### src/rtl/phy_pkg.sv
// phy_pkg: constants and link-state encoding shared by the serializer,
// the deserializer and the demux.
package phy_pkg;
   localparam int BYTE_W = 8;
   localparam logic [BYTE_W-1:0] COMMA_DEFAULT = 8'hBC;
   typedef enum logic [1:0] {SEARCH = 2'd0, ALIGN = 2'd1, ACTIVE = 2'd2} link_state_t;
endpackage

### src/rtl/serial_to_parallel_byte_shifter.sv
// byte_shifter: serial-in shift register with a 3-bit byte phase counter.
// realign makes the current edge a byte boundary.
module byte_shifter
   import phy_pkg::*;
(
   input  logic              clk16f,
   input  logic              reset,
   input  logic              data_in_s,
   input  logic              realign,
   output logic              byte_done,
   output logic [BYTE_W-1:0] byte_val
);
   // The oldest bit is never part of a candidate, so only seven are kept.
   logic [BYTE_W-2:0] sr;
   logic [2:0]        bit_cnt;
   always_ff @(posedge clk16f) begin
      if (reset) begin
         sr      <= '0;
         bit_cnt <= '0;
      end else begin
         sr      <= byte_val[BYTE_W-2:0];
         bit_cnt <= realign ? 3'd0 : bit_cnt + 3'd1;
      end
   end
   assign byte_val  = {sr, data_in_s};
   assign byte_done = bit_cnt == 3'd7;
endmodule

### src/rtl/serial_to_parallel.sv
// serial_to_parallel: comma-aligned 1-bit to byte deserializer; idle commas
// are delivered as valid_out_c = 0 once the link is active.
module serial_to_parallel
   import phy_pkg::*;
#(
   parameter logic [BYTE_W-1:0] COMMA      = COMMA_DEFAULT,
   parameter int                SYNC_COUNT = 4
) (
   input  logic              clk16f,
   input  logic              reset,
   input  logic              data_in_s,
   output logic [BYTE_W-1:0] data_out_c,
   output logic              valid_out_c,
   output logic              active_out
);
   link_state_t       state_q, state_d;
   logic [3:0]        bc_cnt, bc_d;
   logic [BYTE_W-1:0] data_d, byte_val;
   logic              valid_d, realign, byte_done, is_comma;
   byte_shifter u_shifter (
      .clk16f   (clk16f),
      .reset    (reset),
      .data_in_s(data_in_s),
      .realign  (realign),
      .byte_done(byte_done),
      .byte_val (byte_val)
   );
   always_comb begin
      state_d  = state_q;
      bc_d     = bc_cnt;
      data_d   = data_out_c;
      valid_d  = valid_out_c;
      realign  = 1'b0;
      is_comma = byte_val == COMMA;
      case (state_q)
         SEARCH: if (is_comma) begin
            state_d = ALIGN;
            bc_d    = 4'd1;
            realign = 1'b1;
         end
         ALIGN: if (byte_done) begin
            bc_d    = is_comma ? bc_cnt + 4'd1 : 4'd0;
            state_d = !is_comma ? SEARCH : (bc_cnt + 4'd1 == 4'(SYNC_COUNT)) ? ACTIVE : ALIGN;
         end
         ACTIVE: if (byte_done) begin
            data_d  = is_comma ? '0 : byte_val;
            valid_d = !is_comma;
         end
         default: state_d = SEARCH;
      endcase
   end
   always_ff @(posedge clk16f) begin
      if (reset) begin
         state_q     <= SEARCH;
         bc_cnt      <= '0;
         data_out_c  <= '0;
         valid_out_c <= 1'b0;
         active_out  <= 1'b0;
      end else begin
         state_q     <= state_d;
         bc_cnt      <= bc_d;
         data_out_c  <= data_d;
         valid_out_c <= valid_d;
         active_out  <= state_d == ACTIVE;
      end
   end
endmodule

### config.mk
export PLATFORM = sky130hd
export DESIGN_NAME = serial_to_parallel
export DESIGN_NICKNAME = d
export VERILOG_FILES = /design/src/rtl/phy_pkg.sv /design/src/rtl/serial_to_parallel_byte_shifter.sv /design/src/rtl/serial_to_parallel.sv
export SDC_FILE = /design/constraint.sdc
export NUM_CORES = 1
export LEC_CHECK = 0
export BUFFER_PORTS_ARGS = -buffer_cell sky130_fd_sc_hd__buf_4
export CORE_AREA = 2 2 66 56
export DETAILED_ROUTE_END_ITERATION = 10
export DIE_AREA = 0 0 68 58
export GPL_ROUTABILITY_DRIVEN = 0
export SYNTH_ARGS = -nofsm -noshare
export SYNTH_HDL_FRONTEND = slang
export SYNTH_SLANG_ARGS = --single-unit
export TNS_END_PERCENT = 5
### constraint.sdc
create_clock -name clk16f -period 1.9 [get_ports clk16f]
set_input_delay 0.38 -clock clk16f [delete_from_list [all_inputs] [get_ports clk16f]]
set_output_delay 0.38 -clock clk16f [all_outputs]
set_load 0.02 [all_outputs]
# Word-level counts from Yosys, hierarchy flattened
# Index checks and enable logic that the tools add are counted.
# Widths: inputs -> output; s select.
# totals
mem_count,0
mem_bits_rw,0
latch_bits,0
word_cells,35
mem_bits_ro,0
register_bits,26
# op_classes
bitwise_logic,0
shifts,0
n_div,0
n_eq_ne,8
n_reduce_logical,6
multipliers,0
order_cmp,0
n_addsub,2
n_mux,12
# ops
operator,n
$mux 4,3
$eq 8x8->1 const B,1
$mux 2,4
$mux 8,1
$pmux 4 s2,1
$pmux 2 s3,1
$add 4x1->4 const B,1
$eq 2x2->1 const B,2
$eq 4x3->1 const B,1
$ne 2x2->1 const B,2
$add 3x1->3 const B,1
$eq 3x3->1 const B,1
$reduce_and 3->1,1
$eq 2x1->1 const B,1
$logic_not 2->1,1
$mux 1,2
$reduce_and 2->1,1
$reduce_bool 2->1,1
$reduce_or 2->1,1
$logic_not 1->1,1

# Logic depth before layout (Yosys ltp)
# Gate-level depths: netlist of the first run.
# logic_depth
ltp_word,7
depth_mapped,6

# Cells and area by module
# From an unflattened synthesis of the first run, not the netlist that was laid out.
# hier_totals
hier_cells,119
hier_area_um2,1144.8
# modules_own_cells
module,area_per_inst_um2,seq_area_each_um2,cells_each,n_inst
serial_to_parallel,822.0,320.3,95,1
byte_shifter,322.8,200.2,24,1

# Worst setup path before layout of the first run
# No wires, ideal clock.
# synth_path
kind,reg2reg
startpoint,register u_shifter.bit_cnt[0]
endpoint,register data_out_c[2]
path_stages_with_launch,7
slack_ns,0.491
arrival_time_ns,1.282
setup_ns,0.128
cell_sequence,dfxtp_1 ha_1 ha_1 and3b_2 buf_6 a31oi_1 nor2_1
# synth_via
elab_chain_cells,2
# synth_lines
element,line,rtl
start: declaration,serial_to_parallel_byte_shifter.sv:15,logic [2:0] bit_cnt;
start signal: assignment,serial_to_parallel_byte_shifter.sv:22,bit_cnt <= realign ? 3'd0 : bit_cnt + 3'd1;
$eq 3x3->1,serial_to_parallel_byte_shifter.sv:26,assign byte_done = bit_cnt == 3'd7;
$reduce_and 2->1 (no source line),-,
end signal: assignment,serial_to_parallel.sv:62,data_out_c <= data_d;
end: declaration,serial_to_parallel.sv:12,"output logic [BYTE_W-1:0] data_out_c,"
# No other way between the ends.
# A chain may end at the register's enable or synchronous reset.

# Final worst setup path of the first run
# layout_path
startpoint,register u_shifter.bit_cnt[0]
endpoint,register data_out_c[6]
# Same word-level chain as after synthesis.

==> out/results.tsv, run 1 <==
metric	value	unit
run status	finished clean	
number of antenna cells inserted	0	
setup clock skew after layout	0.00231	ns
Vias/cell	4.78	
TritonCTS Sinks	26	
leak pwr	0.504	nW
number of inserted filler cells in the final layout	328	
area added between synthesis and finish	15.2	%
worst-margin pin slew	0.309	ns
startpoint of the most critical setup path	u_shifter.bit_cnt[0]	
post-detailed-placement half-perimeter wirelength	1.39	mm
leading cell type in the layout, fill and taps excluded	dfxtp_1	
global route total overflow	0	
die boundary height	58	µm
Worst VDD drop	430	µV
number of core rows	19	
cell count after synthesis	107	
Crit path required time	2.05	ns
RSZ-0062 raised after global routing	no	
count of yosys warnings during synthesis	0	
width of the die	68	µm
Synth Cell Area	1100	µm²
count of flip-flops with a built-in enable after synthesis	0	
area of the core region	3280	µm²
type of the worst setup path	reg2reg	
cts hold-fix bufs	0	
Seq/Total Area, Yosys	47.3	%
global-route wire length before repair	3.24	mm
post-CTS setup buffer count	0	
Routed WL	1.95	mm
count of max-cap constraint violations	0	
Power Dens Cells	730	nW/µm²
initial core utilization	33.5	%
Worst Path Max Fanout	15	
vias in the first global route	713	
post-synthesis cell type count	37	
worst skew pair latency	0.26	ns
endpoint arrival time on the critical path	1.72	ns
Period Utilization, post-route	82.7	%
full die area	3940	µm²
count of endpoints failing setup in the final report	0	
FF/Latch Area	520	µm²
launching element type of the critical path	flip-flop	
maximum operating frequency	637	MHz
leading cell types in the layout, fill and taps excluded	dfxtp_1, nor2b_1, nor2_1, buf_4, a31oi_1	
FFs w/ async S/R, synth	0	%
maximum number of pins on one net before global-route repair	25	
Antenna Violating Nets Remaining	0	
crit path time final	1.57	ns
Hold Violations, Final	0	
boundary pin count	13	
total CTS buffers	3	
R2R Path Start	u_shifter.bit_cnt[0]	
clock root cell	clkbuf_8	
footprint of the multi-input gates	546	µm²
Placed Instance Area	1210	µm²
Final TNS setup	0	ns
depth of the CTS H-tree	1	
class of the most critical hold timing path	in2reg	
clock slew at the register clock pins of the worst setup and hold paths	0.08	ns
Synth Flop Type	dfxtp_1	
via total after detailed routing	770	
Hold Crit Start	data_in_s	
PortBufs	12	
# DRC	0	
worst slew margin relative to its limit	79.4	%
PostCTS Resize Cnt	0	
Yosys reg bits	26	
TritonRoute pass-1 iters	4	
capturing element type of the critical path	flip-flop	
mean instance size in the synthesized netlist	10.3	µm²
Clock Tree Buf Depth	2	
detailed router's first-iteration violation count	18	
CTS tree	built	
Final Net Count	127	
layout cells sized above 1	22.7	%
final cell area excluding filler cells	1270	µm²
average wire length per cell after detail routing	12.1	µm
combined global-route utilization of all metal layers	10.9	%
initial antenna violation count	0	
number of slew-limit violations in the final report	0	
syn_nets	114	
[state kept, by name, indices dropped and copies added (netlist names)]
signal,flops
active_out,1
state_q,2
u_shifter.bit_cnt,3
data_out_c,8
bc_cnt,4
valid_out_c,1
u_shifter.sr,7
[cell families (layout without fill, tap and decap cells)]
family	after synthesis	in the layout	synth area share [%]
muxes	3	3	2.73
xor gates and xnor gates	1	1	0.797
and+or+nand+nor	48	48	28.1
DFF	26	26	47.3
AOI/OAI and AO/OA	20	20	13.4
buffers and inverters	5	17	3.07
adders and majority gates	4	4	4.55
[area by class of cell]
cell class | instances | area share [%]
multi-input cells | 76 | 43.0
flip-flops and latches | 26 | 41.1
repair buffers | 12 | 7.11
clock buffers | 4 | 4.34
well taps | 42 | 4.15
inverters | 1 | 0.296
[report_power, final]
part / switching, W / internal (W)
clock: 0.000159 / 0.000185
combinational: 0.0000138 / 0.0000107
sequential: 0.00000427 / 0.000553
total: 0.000177 / 0.000748
[path summary, 6_finish.rpt]
kind | slack [ns] | end | cells past startpoint
min reg2reg | 0.43 | u_shifter.bit_cnt[0] | 1
max reg2reg | 0.33 | data_out_c[6] | 5
min | 0.36 | u_shifter.sr[0] | 2
max | 0.33 | data_out_c[6] | 5
[per-layer routing]
layer / global-route usage [%] / wire [µm]
met5: 0 / 0
met4: 4.29 / 27
met3: 3.30 / 78
met2: 16.2 / 856
met1: 14.8 / 986
[stage by stage]
stage	setup WS, ns	utilization, %	power (W)	cells	hold WS (ns)
2_1_floorplan	0.491	-	0.000585	107	0.398
3_3_place_gp	0.412	37.0	0.000593	157	0.406
3_5_place_dp	0.330	37.0	0.000596	157	0.421
4_1_cts	0.317	38.6	0.000941	161	0.355
5_1_grt	0.143	38.6	0.000971	161	0.372
6_report	0.330	38.6	0.000926	161	0.358
[synth_stat cells (all sizes together) (2+ instances only)]
| library cell | n | area [µm²] |
|---|---|---|
| ha | 4 | 50.1 |
| nand3b | 4 | 30.0 |
| nor2b | 13 | 81.3 |
| nor2 | 14 | 55.1 |
| nand2 | 2 | 10.0 |
| mux2i | 3 | 30.0 |
| and3b | 2 | 18.8 |
| nor3b | 2 | 20.0 |
| clkbuf | 2 | 7.51 |
| a31oi | 6 | 37.5 |
| and2 | 3 | 21.3 |
| buf | 2 | 22.5 |
| dfxtp | 26 | 521 |
| nand3 | 3 | 15.0 |
| o21a | 2 | 15.0 |
| o21ai | 3 | 15.0 |
| a21oi | 3 | 18.8 |
[critical path, cell delays in order, from the launching register on]
cell and delay, ns:
dfxtp_1 0.34, ha_1 0.16, ha_1 0.25, and3b_2 0.42
mux2i_1 0.24, nor2_1 0.05
No activity file was read; power rests on OpenSTA's default activity.
==> run 2, diff against run 1 <==
ABC_AREA = 1   (was default)
CORE_AREA = 2 2 68 57   (was 2 2 66 56)
DIE_AREA = 0 0 70 59   (was 0 0 68 58)
clock period = 1.5 ns   (was 1.9 ns; I/O delays follow)
==> run 2 against run 1 <==
Compared with the run above: flip-flop and latch count unchanged; non-clock buffer count unchanged; critical path depth increased by 3; global-route usage increased by 1.6 points; clock power increased by 68%; total power increased by 43%; die area increased by 4.7%; combinational power increased by 46%; fmax increased by 14%; critical path type unchanged; critical endpoint is now valid_out_c; largest power group unchanged; highest routed layer unchanged.
==> out/results.tsv, run 2 <==
metric	value	unit
run status	finished clean	
setup slack of the worst register-to-register path	0.12	ns
global-route wire length before repair	4.05	mm
wire length on met1	1.10	mm
launching element type of the critical path	flip-flop	
average wire length per cell after detail routing	10.7	µm
sequential cell fraction of total power	53.5	%
setup clock skew after layout	0.00365	ns
setup slack after layout	0.122	ns
vias in the first global route	907	
Final TNS setup	0	ns
Worst Path Max Fanout	8	
boundary pin count	13	
Synth Cell Area	1180	µm²
maximum operating frequency	726	MHz
count of max-cap constraint violations	0	
registers with the most flip-flops	data_out_c (8), u_shifter.sr (7), bc_cnt (4)	
count of endpoints failing setup in the final report	0	
total power	0.00132	W
die boundary height	59	µm
Power Dens Cells	955	nW/µm²
area share of the largest cell type after synthesis	44.3	%
class of the most critical hold timing path	in2reg	
number of inserted filler cells in the final layout	356	
Antenna Violating Nets Remaining	0	
Seq/Total Area, Yosys	44.3	%
flip-flop count of the largest register after layout	8	
Internal	0.00107	W
type of the worst setup path	reg2reg	
Clk pwr share	43.8	%
leading cell types in the layout, fill and taps excluded	nand2_1, dfxtp_1, inv_1, nor2_1, nand3_1	
Placed Instance Area	1310	µm²
library cell with the largest summed area after synthesis	dfxtp_1	
full die area	4130	µm²
total CTS buffers	3	
Yosys reg bits	26	
crit path time final	1.38	ns
wire length on met2	1.09	mm
Crit path required time	1.72	ns
DP Cell Count	211	
post-detailed-placement half-perimeter wirelength	1.77	mm
mean instance size in the synthesized netlist	7.40	µm²
area added between synthesis and finish	17.4	%
syn_nets	166	
count of yosys warnings during synthesis	0	
PortBufs	12	
width of the die	70	µm
clock slew at the register clock pins of the worst setup and hold paths	0.09	ns
# DRC	0	
combined global-route utilization of all metal layers	12.5	%
initial core utilization	34.8	%
cell types with the highest counts after synthesis	nand2_1, dfxtp_1, inv_1	
Area contributors post-synth	dfxtp_1, nand2_1, inv_1	
Vias/cell	4.55	
met3 wirelength from detailed routing	88	µm
worst-margin pin slew	0.374	ns
final cell area excluding filler cells	1380	µm²
post-placement worst setup slack	0.0913	ns
register with the most flip-flops	data_out_c	
detailed router's first-iteration violation count	29	
Routed WL	2.30	mm
area of the core region	3380	µm²
Synth Flop Type	dfxtp_1	
FFs w/ async S/R, synth	0	%
post-CTS setup buffer count	0	
leading cell type in the layout, fill and taps excluded	nand2_1	
worst slew margin relative to its limit	75.0	%
RSZ-0062 raised after global routing	no	
TritonRoute pass-1 iters	4	
net switching component of the power	0.000250	W
startpoint of the most critical setup path	u_shifter.bit_cnt[0]	
Worst VDD drop	589	µV
Switching Fraction	19.0	%
R2R Path Start	u_shifter.bit_cnt[0]	
TritonCTS Sinks	26	
Period Utilization, post-route	91.9	%
count of flip-flops with a built-in enable after synthesis	0	
initial antenna violation count	0	
CTS tree	built	
number of antenna cells inserted	0	
endpoint arrival time on the critical path	1.59	ns
worst skew pair latency	0.27	ns
leak pwr	0.642	nW
global route total overflow	0	
count of non-filler cells in the finished layout	215	
cell count after synthesis	159	
clock root cell	clkbuf_8	
Clock Tree Buf Depth	2	
number of core rows	19	
depth of the CTS H-tree	1	
highest routed metal layer	met4	
most repeated cell in the gate-level netlist after synthesis	nand2_1	
Hold Crit Start	data_in_s	
maximum number of pins on one net before global-route repair	16	
Final Net Count	181	
via total after detailed routing	979	
post-synthesis cell type count	20	
number of slew-limit violations in the final report	0	
capturing element type of the critical path	flip-flop	
combinational group share of total power	2.7	%
layout cells sized above 1	16.8	%
Hold Violations, Final	0	
==> run 2: cell types whose count changed after synthesis, moves of 5 or more <==
cell     delta
nand3_1    +10
inv_1      +24
nor2b_1    -13
nand2_1    +40
nor2_1      +8
a31oi_1     -6
a21oi_1     +5
==> run 2: layout make-up <==
cell class	count	area [µm²]	area share, %
Timing Repair Buffer	12	90.1	6.52
Clock buffer	3	41.3	2.99
Multi-Input combinational cell	104	541	39.1
Tap cell	42	52.6	3.80
Inverter	27	106	7.70
Sequential cell	26	520	37.7
Clock inverter	1	30.0	2.17
==> run 2: worst max-delay path, stage by stage, from the launching register on <==
cell and delay (ns):
dfxtp_1 0.34, ha_1 0.15, ha_1 0.19, inv_1 0.12
nor2_8 0.16, inv_6 0.07, nor2_8 0.14, inv_2 0.04
a21oi_2 0.10
==> run 2: path summary, 6_finish.rpt <==
check,cells past startpoint,to
setup reg to reg,8,valid_out_c
hold reg to reg,1,u_shifter.bit_cnt[0]
hold / removal,3,u_shifter.sr[0]
setup / recovery,8,valid_out_c
==> run 2: logic make-up after synthesis <==
family	share of synthesized area, %
fa+ha+maj	4.26
simple gates	36.7
compound gates	5.00
flops	44.3
buf+inv	9.79
==> run 2: per-layer routing <==
metal / up-vias / track usage [%]
met1: 441 / 16.3
met5: - / 0
met4: 0 / 3.30
li1: 516 / -
met2: 20 / 20.7
met3: 2 / 3.57
==> run 2: what timing repair did <==
item                       in CTS  in global routing
gates resized for setup         0                  0
setup endpoints to repair       0                  1
hold buffers                    0                  0
==> run 2: power groups by stage <==
stage                     sequential (W)  combinational, W  clock (W)
final                           0.000705         0.0000357   0.000579
after global routing            0.000707         0.0000414   0.000621
after CTS                       0.000706         0.0000361   0.000594
after detailed placement        0.000722         0.0000360          0
after global placement          0.000721         0.0000344          0
after floorplan                 0.000720         0.0000250          0
==> run 2: metrics by stage <==
step / util (%) / hold slack [ns]
after floorplan: - / 0.382
after global placement: 38.8 / 0.408
after detailed placement: 38.8 / 0.413
after CTS: 40.9 / 0.262
after global routing: 40.9 / 0.283
final: 40.9 / 0.264
==> run 3, diff against run 2 <==
ABC_AREA = 0   (was 1)
CORE_AREA = 2 2 66 56   (was 2 2 68 57)
DIE_AREA = 0 0 68 58   (was 0 0 70 59)
==> run 3 against run 2 <==
Compared with the run above: clock power is essentially flat; largest power group unchanged; register-to-register slack lost 0.06 ns; global-route usage shrank 0.66 points; sequential power is essentially flat; total power is essentially flat.
==> out/results.tsv, run 3 (synthesis results as in run 1) <==
metric	value	unit
number of core rows	19	
setup clock skew after layout	0.00207	ns
flip-flop count of the largest register after layout	8	
Period Utilization, post-route	95.8	%
depth of the CTS H-tree	1	
highest routed metal layer	met4	
initial core utilization	33.5	%
Worst Path Max Fanout	5	
maximum number of pins on one net before global-route repair	25	
delay of the slowest critical-path stage	0.33	ns
fraction of the core area covered by cells at the end of the flow	39.7	%
capturing element type of the critical path	flip-flop	
gate family responsible for the most delay along the worst path	adder cells	
DP Cell Count	158	
die boundary height	58	µm
Worst VDD drop	405	µV
Vias/cell	4.93	
registers with the most flip-flops	data_out_c (8), u_shifter.sr (7), bc_cnt (4)	
count of endpoints failing setup in the final report	0	
worst slew margin relative to its limit	77.6	%
worst-margin pin slew	0.335	ns
leading cell types in the layout, fill and taps excluded	dfxtp_1, nor2b_1, nor2_1, buf_4, a31oi_1	
run status	finished clean	
leak pwr	0.512	nW
met3 wirelength from detailed routing	69	µm
setup slack after layout	0.0636	ns
RSZ-0062 raised after global routing	yes	
Routed WL	2.04	mm
Power Dens Cells	1010	nW/µm²
Crit path required time	1.66	ns
Placed Instance Area	1220	µm²
post-CTS setup buffer count	0	
Clock Tree Buf Depth	2	
setup slack of the worst register-to-register path	0.06	ns
class of the most critical hold timing path	in2reg	
post-placement worst setup slack	0.0220	ns
type of the worst setup path	reg2reg	
average wire length per cell after detail routing	12.6	µm
wire length on met1	1.06	mm
# DRC	0	
clock root cell	clkbuf_8	
total power	0.00132	W
cts hold-fix bufs	0	
count of non-filler cells in the finished layout	162	
clock slew at the register clock pins of the worst setup and hold paths	0.09	ns
vias in the first global route	773	
area added between synthesis and finish	18.5	%
PortBufs	12	
register with the most flip-flops	data_out_c	
CP bufs+invs	1	
boundary pin count	13	
combined global-route utilization of all metal layers	11.8	%
maximum operating frequency	696	MHz
via total after detailed routing	798	
launching element type of the critical path	flip-flop	
Final Net Count	128	
post-detailed-placement half-perimeter wirelength	1.42	mm
FF/Latch Area	523	µm²
TritonCTS Sinks	26	
TritonRoute pass-1 iters	4	
endpoint arrival time on the critical path	1.60	ns
cells along the critical path	ha_1, ha_2, buf_4, nor3b_2, a32oi_1, nor2_1	
crit path time final	1.44	ns
leading cell type in the layout, fill and taps excluded	dfxtp_1	
initial antenna violation count	0	
number of antenna cells inserted	0	
full die area	3940	µm²
count of max-cap constraint violations	0	
Antenna Violating Nets Remaining	0	
layout cells sized above 1	26.7	%
Hold Violations, Final	0	
detailed router's first-iteration violation count	12	
cell with the largest stage delay on the worst path	dfxtp_2	
width of the die	68	µm
CTS tree	built	
number of inserted filler cells in the final layout	325	
area of the core region	3280	µm²
footprint of the multi-input gates	556	µm²
worst skew pair latency	0.27	ns
global-route wire length before repair	3.54	mm
number of slew-limit violations in the final report	0	
final cell area excluding filler cells	1300	µm²
total CTS buffers	3	
wire length on met2	860	µm
global route total overflow	0	
[run 3: cell count changes in the layout (fill, tap and decap cells not counted), moves of 3 or more]
cell,previous run,this run
nand2_1,41,1
inv_1,25,1
nor2b_1,0,13
nand3_1,13,3
nor2_1,21,13
a31oi_1,0,6
a21oi_1,7,2
nand3b_1,0,4
nand4_1,4,0
mux2i_1,0,3
[run 3: layer usage]
metal,track usage (%),vias up
met4,5.14,0
li1,-,400
met1,16.8,377
met2,17.5,17
met5,0,-
met3,2.33,4
[run 3: layout make-up]
class | count | area share, %
clock inverter | 1 | 2.30
inverter | 1 | 0.288
clock buffer | 3 | 3.17
tap | 42 | 4.03
multi-input combinational | 76 | 42.6
timing repair buffer | 13 | 7.49
sequential | 26 | 40.1
[run 3: what timing repair did]
item | in CTS | in global routing
endpoints found under the hold margin | 0 | 0
resized for setup | 0 | 5
endpoints found under the setup margin | 0 | 12
[run 3: per-stage QoR]
step	hold slack (ns)	setup TNS [ns]
floorplan	0.372	0
global placement	0.407	0
detailed placement	0.418	0
CTS	0.256	0
global route	0.290	-0.00580
finish	0.252	0
[run 3: where the power goes]
group / switching [W] / internal (W) / leakage (nW) / total [W]
clock network: 0.000224 / 0.000357 / 0.0357 / 0.000581
logic: 0.0000175 / 0.0000138 / 0.265 / 0.0000313
registers: 0.00000559 / 0.000701 / 0.211 / 0.000706
[run 3: final timing paths]
path / startpoint / to / depth (start not counted)
worst max-delay path: u_shifter.bit_cnt[0] / active_out / 6
worst min-delay path: data_in_s / u_shifter.sr[0] / 2
worst max register to register: u_shifter.bit_cnt[0] / active_out / 6
worst min register to register: u_shifter.bit_cnt[0] / u_shifter.bit_cnt[0] / 1
[run 3: worst register-to-register path, stage by stage, from the launching register on]
cell	delay, ns
dfxtp_2	0.33
ha_1	0.19
ha_2	0.18
buf_4	0.15
nor3b_2	0.16
a32oi_1	0.25
nor2_1	0.07
